==> src/rtl/clock_gated_prod_accumulator_pkg.sv <==
`default_nettype none
// +----------------------------------------------------------------------------+
// | Module      : clock_gated_prod_accumulator_pkg                             |
// | Description : Shared state encoding, default product width and a ceil-log2 |
// |               helper for the clock-gated product accumulator.              |
// | Revision    : 1.0 - initial release                                        |
// +----------------------------------------------------------------------------+
package clock_gated_prod_accumulator_pkg;

  // Width of the product delivered by the 4-bit multiplier
  localparam int C_PROD_W_DEF = 8;

  typedef enum logic [1:0] {
    ST_IDLE  = 2'd0,
    ST_ACCUM = 2'd1,
    ST_HOLD  = 2'd2
  } state_t;

  // Ceiling log2; used for counter and sum widths at elaboration time
  function automatic int clog2(input int v);
    int r;
    r = 0;
    while ((1 << r) < v) begin
      r = r + 1;
    end
    return r;
  endfunction

endpackage
`default_nettype wire

==> src/rtl/clock_gated_prod_accumulator.sv <==
`default_nettype none
// +----------------------------------------------------------------------------+
// | Module      : clock_gated_prod_accumulator                                 |
// | Description : Sums N_ACC consecutive multiplier products and offers the    |
// |               sum on a valid/ready port. Drives the multiplier clock       |
// |               enable so the multiplier idles while the result is held.     |
// | Revision    : 1.0 - initial release                                        |
// +----------------------------------------------------------------------------+
module clock_gated_prod_accumulator
  import clock_gated_prod_accumulator_pkg::*;
#(
  parameter int PROD_W = C_PROD_W_DEF,
  parameter int N_ACC  = 4,
  parameter int ACC_W  = PROD_W + clog2(N_ACC),
  localparam int CNT_W = clog2(N_ACC)
) (
  input  logic              clk,
  input  logic              rst,          // asynchronous, active-low
  input  logic              i_clear,
  input  logic              i_in_valid,
  input  logic [PROD_W-1:0] i_in_prod,
  output logic              o_in_ready,
  output logic              o_mult_en,
  output logic [ACC_W-1:0]  o_sum_out,
  output logic              o_out_valid,
  input  logic              i_out_ready,
  output logic [CNT_W-1:0]  o_cnt
);

  // A batch of fewer than two products is meaningless for this stage
  generate
    if (N_ACC < 2) begin : g_bad_n_acc
      $error("clock_gated_prod_accumulator: N_ACC must be at least 2");
    end
  endgenerate

  localparam logic [CNT_W-1:0] C_CNT_LAST = CNT_W'(N_ACC - 1);
  localparam logic [CNT_W-1:0] C_CNT_ONE  = CNT_W'(1);

  state_t             r_state;
  logic [ACC_W-1:0]   r_acc;
  logic [CNT_W-1:0]   r_cnt;
  logic [ACC_W-1:0]   r_sum;
  logic               r_out_valid;

  logic [ACC_W-1:0]   w_prod_ext;
  logic [ACC_W-1:0]   w_acc_next;
  logic               w_in_ready;
  logic               w_accept;

  // Ready depends on state alone, so no combinational path from o_out_ready
  assign w_in_ready = (r_state != ST_HOLD);
  assign w_accept   = i_in_valid & w_in_ready;
  assign w_prod_ext = {{(ACC_W - PROD_W){1'b0}}, i_in_prod};
  assign w_acc_next = r_acc + w_prod_ext;

  // Batch FSM: collect products, publish the sum, wait for the consumer
  always_ff @(posedge clk or negedge rst) begin
    if (!rst) begin
      r_state     <= ST_IDLE;
      r_acc       <= '0;
      r_cnt       <= '0;
      r_sum       <= '0;
      r_out_valid <= 1'b0;
    end else if (i_clear) begin
      // Flush wins over any accept or handshake; last sum is left visible
      r_state     <= ST_IDLE;
      r_acc       <= '0;
      r_cnt       <= '0;
      r_out_valid <= 1'b0;
    end else begin
      case (r_state)
        ST_IDLE: begin
          if (w_accept) begin
            r_acc   <= w_prod_ext;
            r_cnt   <= C_CNT_ONE;
            r_state <= ST_ACCUM;
          end
        end
        ST_ACCUM: begin
          if (w_accept) begin
            if (r_cnt == C_CNT_LAST) begin
              r_sum       <= w_acc_next;
              r_out_valid <= 1'b1;
              r_acc       <= '0;
              r_cnt       <= '0;
              r_state     <= ST_HOLD;
            end else begin
              r_acc <= w_acc_next;
              r_cnt <= r_cnt + C_CNT_ONE;
            end
          end
        end
        ST_HOLD: begin
          if (i_out_ready) begin
            r_out_valid <= 1'b0;
            r_state     <= ST_IDLE;
          end
        end
        default: begin
          r_state     <= ST_IDLE;
          r_acc       <= '0;
          r_cnt       <= '0;
          r_out_valid <= 1'b0;
        end
      endcase
    end
  end

  assign o_in_ready  = w_in_ready;
  assign o_mult_en   = w_in_ready;
  assign o_sum_out   = r_sum;
  assign o_out_valid = r_out_valid;
  assign o_cnt       = r_cnt;

endmodule
`default_nettype wire
==> config.mk <==
export PLATFORM = sky130hd
export DESIGN_NAME = clock_gated_prod_accumulator
export DESIGN_NICKNAME = d
export VERILOG_FILES = /design/src/rtl/clock_gated_prod_accumulator_pkg.sv /design/src/rtl/clock_gated_prod_accumulator.sv
export SDC_FILE = /design/constraint.sdc
export NUM_CORES = 1
export LEC_CHECK = 0
export ABC_CLOCK_PERIOD_IN_PS = 2150
export BUFFER_PORTS_ARGS = -buffer_cell sky130_fd_sc_hd__buf_2
export CAP_MARGIN = 20
export CORE_AREA = 10 10 64 66
export DETAILED_ROUTE_END_ITERATION = 10
export DIE_AREA = 0 0 74 76
export PLACE_DENSITY = 0.75
export SLEW_MARGIN = 30
export SYNTH_ARGS = -nofsm -noshare
export SYNTH_HDL_FRONTEND = slang
export SYNTH_SLANG_ARGS = --single-unit
==> constraint.sdc <==
create_clock -name clk -period 2.15 [get_ports clk]
set_input_delay 0.1075 -clock clk [delete_from_list [all_inputs] [get_ports clk]]
set_output_delay 0.1075 -clock clk [all_outputs]
set_load 0.005 [all_outputs]
# Word level (Yosys, flattened, before mapping)

Cells that the tools add are included.

Add/subtract/negate cells: 2
Multiply operators: 0
Divide/modulo/power cells: 0
$lt $le $gt $ge: 0
Equality and inequality tests: 10
Shift operators: 0
Multiplexer cells: 20
Bitwise operators: 2
Reductions and logical operators: 5

Operators by type and width:

| operator            | number |
|---|---|
| $mux 10             | 4 |
| $pmux 10 s3         | 1 |
| $mux 2              | 8 |
| $ne 3x3->1 const B  | 4 |
| $pmux 2 s3          | 2 |
| $reduce_and 4->1    | 3 |
| $add 10x8->10       | 1 |
| $ne 2x2->1 const B  | 3 |
| $eq 2x2->1 const B  | 2 |
| $mux 1              | 4 |
| $pmux 1 s3          | 1 |
| $reduce_and 3->1    | 1 |
| $add 2x1->2 const B | 1 |
| $eq 2x1->1 const B  | 1 |
| $logic_not 2->1     | 1 |
| $and 1x1->1         | 1 |
| $not 1->1           | 1 |

Register bits: 25
Bits in latches: 0
RAM bits: 0
Memory bits (read-only): 0
Bits of input ports: 13
Output and inout port bits: 15
Logic and storage cells: 44
Memories kept: 0

# Longest topological paths before layout

Gate-level depths: netlist of run 1.

Word-level depth: 5
Mapped depth: 8
Mapped depth without buffers: 8

# Worst setup path before layout of run 1

OpenSTA, ideal clock, no wires.

Kind: reg-to-reg
From: register r_acc[0]
To: register r_sum[8], in the netlist o_sum_out[8]
Library setup time: 0.136 ns
Arrival time: 1.654 ns
Data required time: 2.014 ns
Path slack: 0.360 ns
Stages on the path, launching flop included: 9
Path buffers: 0
Period minus slack after synthesis: 1.790 ns
Cells stage by stage: dfrtp_1 > ha_1 > inv_1 > fa_1 > nor2b_1 > o31a_1 > o41ai_2 > xor2_1 > o21ai_0

Cells in the longest elaborated chain, start to end: 1

Ends and longest elaborated chain:

| item                   | line                               | text |
|---|---|---|
| from (decl)            | clock_gated_prod_accumulator.sv:41 | `logic [ACC_W-1:0] r_acc;` |
| from (signal assigned) | clock_gated_prod_accumulator.sv:75 | `r_acc <= w_prod_ext;` |
| from (signal assigned) | clock_gated_prod_accumulator.sv:89 | `r_acc <= w_acc_next;` |
| $add 10x8->10          | clock_gated_prod_accumulator.sv:55 | `assign w_acc_next = r_acc + w_prod_ext;` |
| to (signal assigned)   | clock_gated_prod_accumulator.sv:83 | `r_sum <= w_acc_next;` |
| to (decl)              | clock_gated_prod_accumulator.sv:43 | `logic [ACC_W-1:0] r_sum;` |

No other way between the ends.
A chain may end at the register's enable or synchronous reset.

# Final worst setup path of run 1

From: register r_acc[0]
To: register r_acc[6]

Cells in the longest elaborated chain, start to end: 5

Ends and longest elaborated chain:

| item          | line                               | text |
|---|---|---|
| $add 10x8->10 | clock_gated_prod_accumulator.sv:55 |  |
| $mux 10       | clock_gated_prod_accumulator.sv:82 | `if (r_cnt == C_CNT_LAST) begin` |
| $mux 10       | clock_gated_prod_accumulator.sv:81 | `if (w_accept) begin` |
| $pmux 10 s3   | clock_gated_prod_accumulator.sv:72 | `case (r_state)` |
| $mux 10       | clock_gated_prod_accumulator.sv:65 | `end else if (i_clear) begin` |

No other way between the ends. The select of a mux whose other input is x is not followed.

==> results of run 1 <==
==> sequential cells by signal, indices dropped and copies added (netlist names) <==
name         flops
r_acc           10
o_out_valid      1
r_state          2
o_sum_out       10
o_cnt            2
==> cell usage in the layout (no fill, tap or decap), types with 2 or more instances in the layout <==
cell type and count:
buf_2 27, o21ai_0 14, dfrtp_1 25, nor3_1 3, inv_1 5, a211oi_1 3
a22oi_1 5, nand3_1 2, nor2_1 13, a31oi_1 2, nand2_1 13, mux2_2 2
ha_1 9, o22ai_1 4, o31ai_1 3, a21oi_1 7, or3_1 2, xor2_1 6
nor3b_1 3, dlygate4sd3_1 2, clkbuf_4 3, or2_2 2, o21a_1 2, a21o_1 4
==> kinds of logic (layout without fill, tap and decap cells) <==
logic type / count (synthesis) / in the layout
xor+xnor: 6 / 6
fa+ha+maj: 10 / 10
compound gates: 50 / 50
simple gates: 46 / 46
flops: 25 / 25
buf+inv: 15 / 39
mux: 2 / 2
==> worst max-delay path by stage <==
| stage | from | to | slack [ps] | cells after the start |
|---|---|---|---|---|
| 2_1_floorplan | r_acc[0]$_DFFE_PN0P_ | o_sum_out[8]$_DFFE_PN0P_ | 360 | 8 |
| 3_3_place_gp | r_acc[0]$_DFFE_PN0P_ | o_sum_out[8]$_DFFE_PN0P_ | 250 | 8 |
| 3_5_place_dp | r_acc[0]$_DFFE_PN0P_ | o_sum_out[8]$_DFFE_PN0P_ | 170 | 8 |
| 4_1_cts | r_acc[0]$_DFFE_PN0P_ | o_sum_out[8]$_DFFE_PN0P_ | 130 | 8 |
| 5_1_grt | r_acc[0]$_DFFE_PN0P_ | r_acc[6]$_DFFE_PN0P_ | -20 | 8 |
| 6_report | r_acc[0]$_DFFE_PN0P_ | r_acc[6]$_DFFE_PN0P_ | 140 | 8 |
==> per-layer routing <==
| layer | track usage [%] | part of all wire, % | wire length, um | vias to the layer above |
|---|---|---|---|---|
| li1 | - | - | - | 608 |
| met5 | 0 | 0 | 0 | - |
| met3 | 3.39 | 6.1 | 211 | 7 |
| met1 | 14.4 | 42 | 1460 | 606 |
| met4 | 5.78 | 1.8 | 62 | 0 |
| met2 | 20.3 | 50 | 1700 | 27 |
==> critical path, stage by stage, from the launching register on <==
cell,delay [ps]
dfrtp_1,370
ha_1,200
inv_1,70
fa_1,410
nor2b_1,160
o31a_1,240
o22ai_1,140
xor2_1,190
o21ai_0,110
==> layout make-up <==
class                      count  area share [%]
tap                           33            2.50
sequential                    25            37.9
inverter                       5            1.14
multi-input combinational    114            47.1
timing repair buffer          30            9.84
clock buffer                   4            1.59
==> power groups by stage <==
| stage | Combinational, uW | Clock [uW] | Sequential [uW] |
|---|---|---|---|
| 2_1_floorplan | 153 | 0 | 518 |
| 6_report | 224 | 215 | 512 |
| 3_3_place_gp | 207 | 0 | 520 |
| 5_1_grt | 252 | 239 | 516 |
| 3_5_place_dp | 215 | 0 | 521 |
| 4_1_cts | 220 | 220 | 512 |
==> through the flow <==
step	setup WS, ps	hold WS (ps)	util, %
4_1_cts	133	3.83	56.1
5_1_grt	-23.6	10.1	56.5
3_3_place_gp	252	130	54.5
3_5_place_dp	167	132	54.5
2_1_floorplan	360	-188	-
6_report	144	8.58	56.5
==> repair_timing <==
action | 4_1_cts | 5_1_grt
resized for setup | 0 | 1
hold endpoints to repair | 26 | 0
hold buffers | 2 | 0
setup endpoints to repair | 0 | 2
==> out/results.txt, run 1 <==
maximum vdd drop -> 0.000390 V
asr flop ratio synth -> 100%
crit path kind -> flop to flop
Worst-Skew Late Latency -> 320 ps
pwr dens -> 576 nW/um^2
routability cong. -> 0.831
clock sinks -> 25
Layout Cells excl Fill -> 211
Rel. slew slack -> 53.7%
Starting Density -> 50.2%
Placed Cells -> 205
Post-Syn Instances -> 154
simple-gate portion of the synthesized area -> 15.4%
clock buffer depth -> 2
# port buffers -> 27
Synth top cells by count -> dfrtp_1 (25), o21ai_0 (14), nand2_1 (13), nor2_1 (13), ha_1 (9)
row cnt -> 20
Crit. End Element -> flop
ys flop type -> dfrtp_1
H-tree levels -> 1
count of different cell masters after synthesis -> 41
fmax -> 498 MHz
Tmin final -> 2010 ps
adder-cell share of the synthesized area -> 9.03%
WL per Instance -> 16.3 um
largest net degree at the start of global routing -> 26
FF-to-FF Start -> r_acc[0]$_DFFE_PN0P_
Synth Area in XOR/XNOR -> 3.58%
worst min-delay path class -> input pin to flop
post-synthesis mux area share -> 1.53%
setup_tns -> 0 ps
synthesis-to-finish area growth -> 12.5%
WHS Path Cells -> 3
Post-synth EDFFs -> 0
switching share of power -> 30.4%
Avg Cell Area, Syn -> 9.54 um^2
P_sw -> 289 uW
final hold violations -> 0
Max-Cap Viols -> 0
final setup vio count -> 0
TritonCTS clock tree -> done
die height -> 76 um
Post-Route WL -> 3440 um
power share of the clock group -> 22.6%
beginning of the worst hold path -> i_in_prod[0]
post-CTS setup buffers -> 0
Clock Skews -> 7.87 ps
Critical Path Source Type -> flop
unrepaired setup endpoints after global routing -> yes
number of synthesized register bits -> 25
YS warnings -> 0
final net count -> 202
Power, Total -> 951 uW
Critical Path Fanout Max -> 3
Cell Area, Placed -> 1600 um^2
Core Box Area -> 2930 um^2
Worst-path clk slew -> 130 ps
final instance area -> 1650 um^2
ant diodes -> 0
boundary pin count -> 28
Post-Synthesis Cell Area -> 1470 um^2
status -> completed
DRC errors left -> 0
post-synth top area cell -> dfrtp_1
leakage -> 0.000822 uW
Internal -> 662 uW
sequential cell area -> 626 um^2
synth top area cells -> dfrtp_1 (43%), ha_1 (7.7%), o21ai_0 (4.8%)
main combinational cell family by area after synthesis -> compound AO/OA/AOI/OAI gates
Crit path arrival time -> 2210 ps
Vias -> 1248
Comb power frac -> 23.5%
Synth top area share -> 42.6%
initial antenna violation count -> 0
antenna viol nets, final -> 0
Die W -> 74 um
Reg2Reg Setup Slack -> 140 ps
Die ar. -> 5620 um^2
Hold EP -> r_acc[0]$_DFFE_PN0P_
HPWL Detailed -> 2640 um
Root Buffer -> clkbuf_4
Vias/cell -> 5.91
worst slew pin tran -> 689 ps
R2R Path End -> r_acc[6]$_DFFE_PN0P_
multi-input logic area -> 778 um^2
Max Slew Vio Count -> 0
Reg power frac -> 53.8%
CP Data Required Time -> 2360 ps
gr ovfl total -> 0
count leader, synth -> dfrtp_1
first-pass GRT wire length -> 5710 um
Pre-antenna DRT Iters -> 5
Filler Cell Count -> 282
layout cell share with drive strength beyond 1 -> 21.3%
number of global-route vias before repair -> 1277
GR Util All Layers -> 12.4%
R2R cell count -> 8
starting DRC count in detailed routing -> 57
period utilization -> 93.3%
CTS Buf Count -> 3
syn nets -> 177
Compound-Gate Fraction of Synth Area -> 22.7%
sequential share of the synthesized area -> 42.6%
(Power assumes the default switching activity.)
==> inputs of run 2 (changes only) <==
ABC_AREA = 1   (was unset)
ABC_CLOCK_PERIOD_IN_PS = 2280   (was 2150)
CORE_AREA = 10 10 65 67   (was 10 10 64 66)
CTS_CLUSTER_DIAMETER = 200   (was unset)
DIE_AREA = 0 0 75 77   (was 0 0 74 76)
PLACE_DENSITY = 0.76   (was 0.75)
clock period = 2.28 ns   (was 2.15 ns; I/O delays follow)
==> run 2 against run 1 <==
Compared with the run above:
- setup slack gained 360 ps
- worst hold slack gained 20 ps
- utilization grew 2.8 points
- largest power group unchanged
==> out/results.txt, run 2 <==
status -> completed (unchanged)
Hold EP -> r_acc[0]$_DFFE_PN0P_ (unchanged)
Placed Cells -> 266 (was 205)
sequential share of the synthesized area -> 40.0% (was 42.6%)
Post-synth EDFFs -> 0 (unchanged)
WL per Instance -> 13.2 um (was 16.3 um)
most common cell after layout, fill and taps aside -> nand2_1 (was buf_2)
synthesis-to-finish area growth -> 13.0% (was 12.5%)
Reg2Reg Setup Slack -> 510 ps (was 140 ps)
Rel. slew slack -> 62.9% (was 53.7%)
maximum vdd drop -> 0.000354 V (was 0.000390 V)
Crit. End Element -> flop (unchanged)
Tmin final -> 1770 ps (was 2010 ps)
Worst-Skew Late Latency -> 320 ps (about the same)
DRC errors left -> 0 (unchanged)
final worst slack -> 505 ps (was 144 ps)
Die W -> 75 um (was 74 um)
leakage -> 0.00103 uW (was 0.000822 uW)
routability cong. -> 0.864 (was 0.831)
GR Util All Layers -> 13.2% (was 12.4%)
Synth top area share -> 40.0% (was 42.6%)
worst min-delay path class -> input pin to flop (unchanged)
initial antenna violation count -> 0 (unchanged)
Vias -> 1402 (was 1248)
Core Box Area -> 2980 um^2 (was 2930 um^2)
Post-Synthesis Cell Area -> 1560 um^2 (was 1470 um^2)
clock sinks -> 25 (unchanged)
R2R Path End -> o_sum_out[8]$_DFFE_PN0P_ (was r_acc[6]$_DFFE_PN0P_)
final hold violations -> 0 (unchanged)
Post-Syn Instances -> 208 (was 154)
most frequent CP cell -> nand2_1
Starting Density -> 52.5% (was 50.2%)
Clock Skews -> 3.59 ps (was 7.87 ps)
CP max stage cell -> fa_1 (unchanged)
die height -> 77 um (was 76 um)
gr ovfl total -> 0 (unchanged)
starting DRC count in detailed routing -> 82 (was 57)
setup_tns -> 0 ps (unchanged)
crit-path cells -> ha_1 -> inv_1 -> fa_1 -> o21ai_2 -> nand2_1 -> nand2_1 -> nand2_1 -> nand3_1 -> nand2_1 (was ha_1 -> inv_1 -> fa_1 -> nor2b_1 -> o31a_1 -> o22ai_1 -> xor2_1 -> o21ai_0)
fmax -> 563 MHz (was 498 MHz)
Synth top cells by count -> nand2_1 (86), dfrtp_1 (25), nand3_1 (23) (was dfrtp_1 (25), o21ai_0 (14), nand2_1 (13), nor2_1 (13), ha_1 (9))
row cnt -> 20 (unchanged)
Worst-path clk slew -> 130 ps (about the same)
Critical Path Fanout Max -> 3 (unchanged)
largest net degree at the start of global routing -> 26 (unchanged)
syn nets -> 231 (was 177)
WHS Path Cells -> 3 (unchanged)
Critical Path Source Type -> flop (unchanged)
R2R cell count -> 9 (was 8)
CTS Buf Count -> 3 (unchanged)
antenna viol nets, final -> 0 (unchanged)
Vias/cell -> 5.17 (was 5.91)
FF-to-FF Start -> r_acc[0]$_DFFE_PN0P_ (unchanged)
unrepaired setup endpoints after global routing -> no (was yes)
final instance area -> 1770 um^2 (was 1650 um^2)
Power, Total -> 1120 uW (was 951 uW)
delay-heaviest family, CP -> adder cells (unchanged)
crit path kind -> flop to flop (unchanged)
post-synth top area cell -> dfrtp_1 (unchanged)
Post-Route WL -> 3590 um (was 3440 um)
number of synthesized register bits -> 25 (unchanged)
setup slack at placement -> 546 ps (was 167 ps)
Die ar. -> 5780 um^2 (was 5620 um^2)
ys flop type -> dfrtp_1 (unchanged)
# port buffers -> 27 (unchanged)
final net count -> 262 (was 202)
slowest stage delay, CP -> 420 ps (was 410 ps)
count of different cell masters after synthesis -> 30 (was 41)
WP buf/inv -> 1 (unchanged)
Avg Cell Area, Syn -> 7.51 um^2 (was 9.54 um^2)
final setup vio count -> 0 (unchanged)
Max Slew Vio Count -> 0 (unchanged)
CP Data Required Time -> 2500 ps (was 2360 ps)
TritonCTS clock tree -> done (unchanged)
period utilization -> 77.8% (was 93.3%)
boundary pin count -> 28 (unchanged)
count leader, synth -> nand2_1 (was dfrtp_1)
clock buffer depth -> 2 (unchanged)
Cell Area, Placed -> 1730 um^2 (was 1600 um^2)
layout cell share with drive strength beyond 1 -> 18.5% (was 21.3%)
Layout Cells excl Fill -> 271 (was 211)
H-tree levels -> 1 (unchanged)
number of global-route vias before repair -> 1378 (was 1277)
ant diodes -> 0 (unchanged)
Pre-antenna DRT Iters -> 4 (was 5)
HPWL Detailed -> 2900 um (was 2640 um)
Resized cells post-CTS -> 0 (unchanged)
beginning of the worst hold path -> i_in_prod[0] (unchanged)
Crit path arrival time -> 2000 ps (was 2210 ps)
worst slew pin tran -> 557 ps (was 689 ps)
first-pass GRT wire length -> 6170 um (was 5710 um)
asr flop ratio synth -> 100% (unchanged)
Critical Path Source -> r_acc[0]$_DFFE_PN0P_ (unchanged)
YS warnings -> 0 (unchanged)
Max-Cap Viols -> 0 (unchanged)
pwr dens -> 635 nW/um^2 (was 576 nW/um^2)
synth top area cells -> dfrtp_1 (40%), nand2_1 (21%), nand3_1 (7.4%) (was dfrtp_1 (43%), ha_1 (7.7%), o21ai_0 (4.8%))
Root Buffer -> clkbuf_4 (unchanged)
most frequent cells in the layout -> nand2_1 (86), buf_2 (27), dfrtp_1 (25) (was buf_2 (27), dfrtp_1 (25), o21ai_0 (14))
[run 2: changes by cell type after synthesis, moves of 4 or more]
cell      before  now
nand2_1       13   86
nand3_1        2   23
inv_1          5   15
o21ai_0       14    6
xor2_1         6    1
a21o_1         4    0
a22oi_1        5    1
nand3b_1       0    4
nor2_1        13    9
[run 2: metal layers]
metal,GRT usage [%],part of all wire [%],vias up
met5,0,0,-
met1,17.4,48,640
met4,2.46,0.86,0
met3,3.47,5.2,4
li1,-,-,729
met2,20.9,46,29
[run 2: cell type report]
class,count,area (um^2)
tap,33,41.3
timing repair buffer,29,153
multi-input combinational,160,842
fill,292,1210
sequential,25,626
inverter,20,77.6
clock buffer,4,26.3
[run 2: logic make-up (layout without fill, tap and decap cells)]
| logic type | Yosys count | after routing | share of synthesized area (%) |
|---|---|---|---|
| buffers and inverters | 23 | 53 | 6.08 |
| AO/OA/AOI/OAI | 16 | 16 | 5.93 |
| flip-flops | 25 | 25 | 40.0 |
| XOR/XNOR | 2 | 2 | 1.12 |
| AND/OR/NAND/NOR | 132 | 132 | 38.4 |
| adder cells (fa/ha/maj) | 10 | 10 | 8.49 |
[run 2: report_power, final]
part | leakage [uW] | internal (uW) | switching [uW]
clock network | 0.0000150 | 68.5 | 126
registers | 0.000335 | 499 | 34.8
logic | 0.000682 | 151 | 241
[run 2: worst min-delay path, delay by kind of cell]
family                 cells  cell delay, ps
buffers and inverters      1              90
AND/OR/NAND/NOR            2             120
[run 2: through the flow]
step           hold slack [ps]  utilization [%]
4_1_cts                   28.3             59.3
3_5_place_dp               138             58.1
6_report                  29.0             59.3
3_3_place_gp               139             58.1
5_1_grt                   24.3             59.3
2_1_floorplan             -182                -
[run 2: how the worst max path moves through the flow]
stage | end | slack, ps | cells past startpoint
after floorplan | o_sum_out[8]$_DFFE_PN0P_ | 720 | 9
after global placement | o_sum_out[8]$_DFFE_PN0P_ | 610 | 9
after detailed placement | o_sum_out[8]$_DFFE_PN0P_ | 550 | 9
after CTS | o_sum_out[8]$_DFFE_PN0P_ | 510 | 9
after global routing | o_sum_out[8]$_DFFE_PN0P_ | 420 | 9
final | o_sum_out[8]$_DFFE_PN0P_ | 510 | 9
[run 2: what timing repair did]
action	CTS	global route
hold endpoints to repair	25	0
hold buffers	1	0
setup buffers	0	0
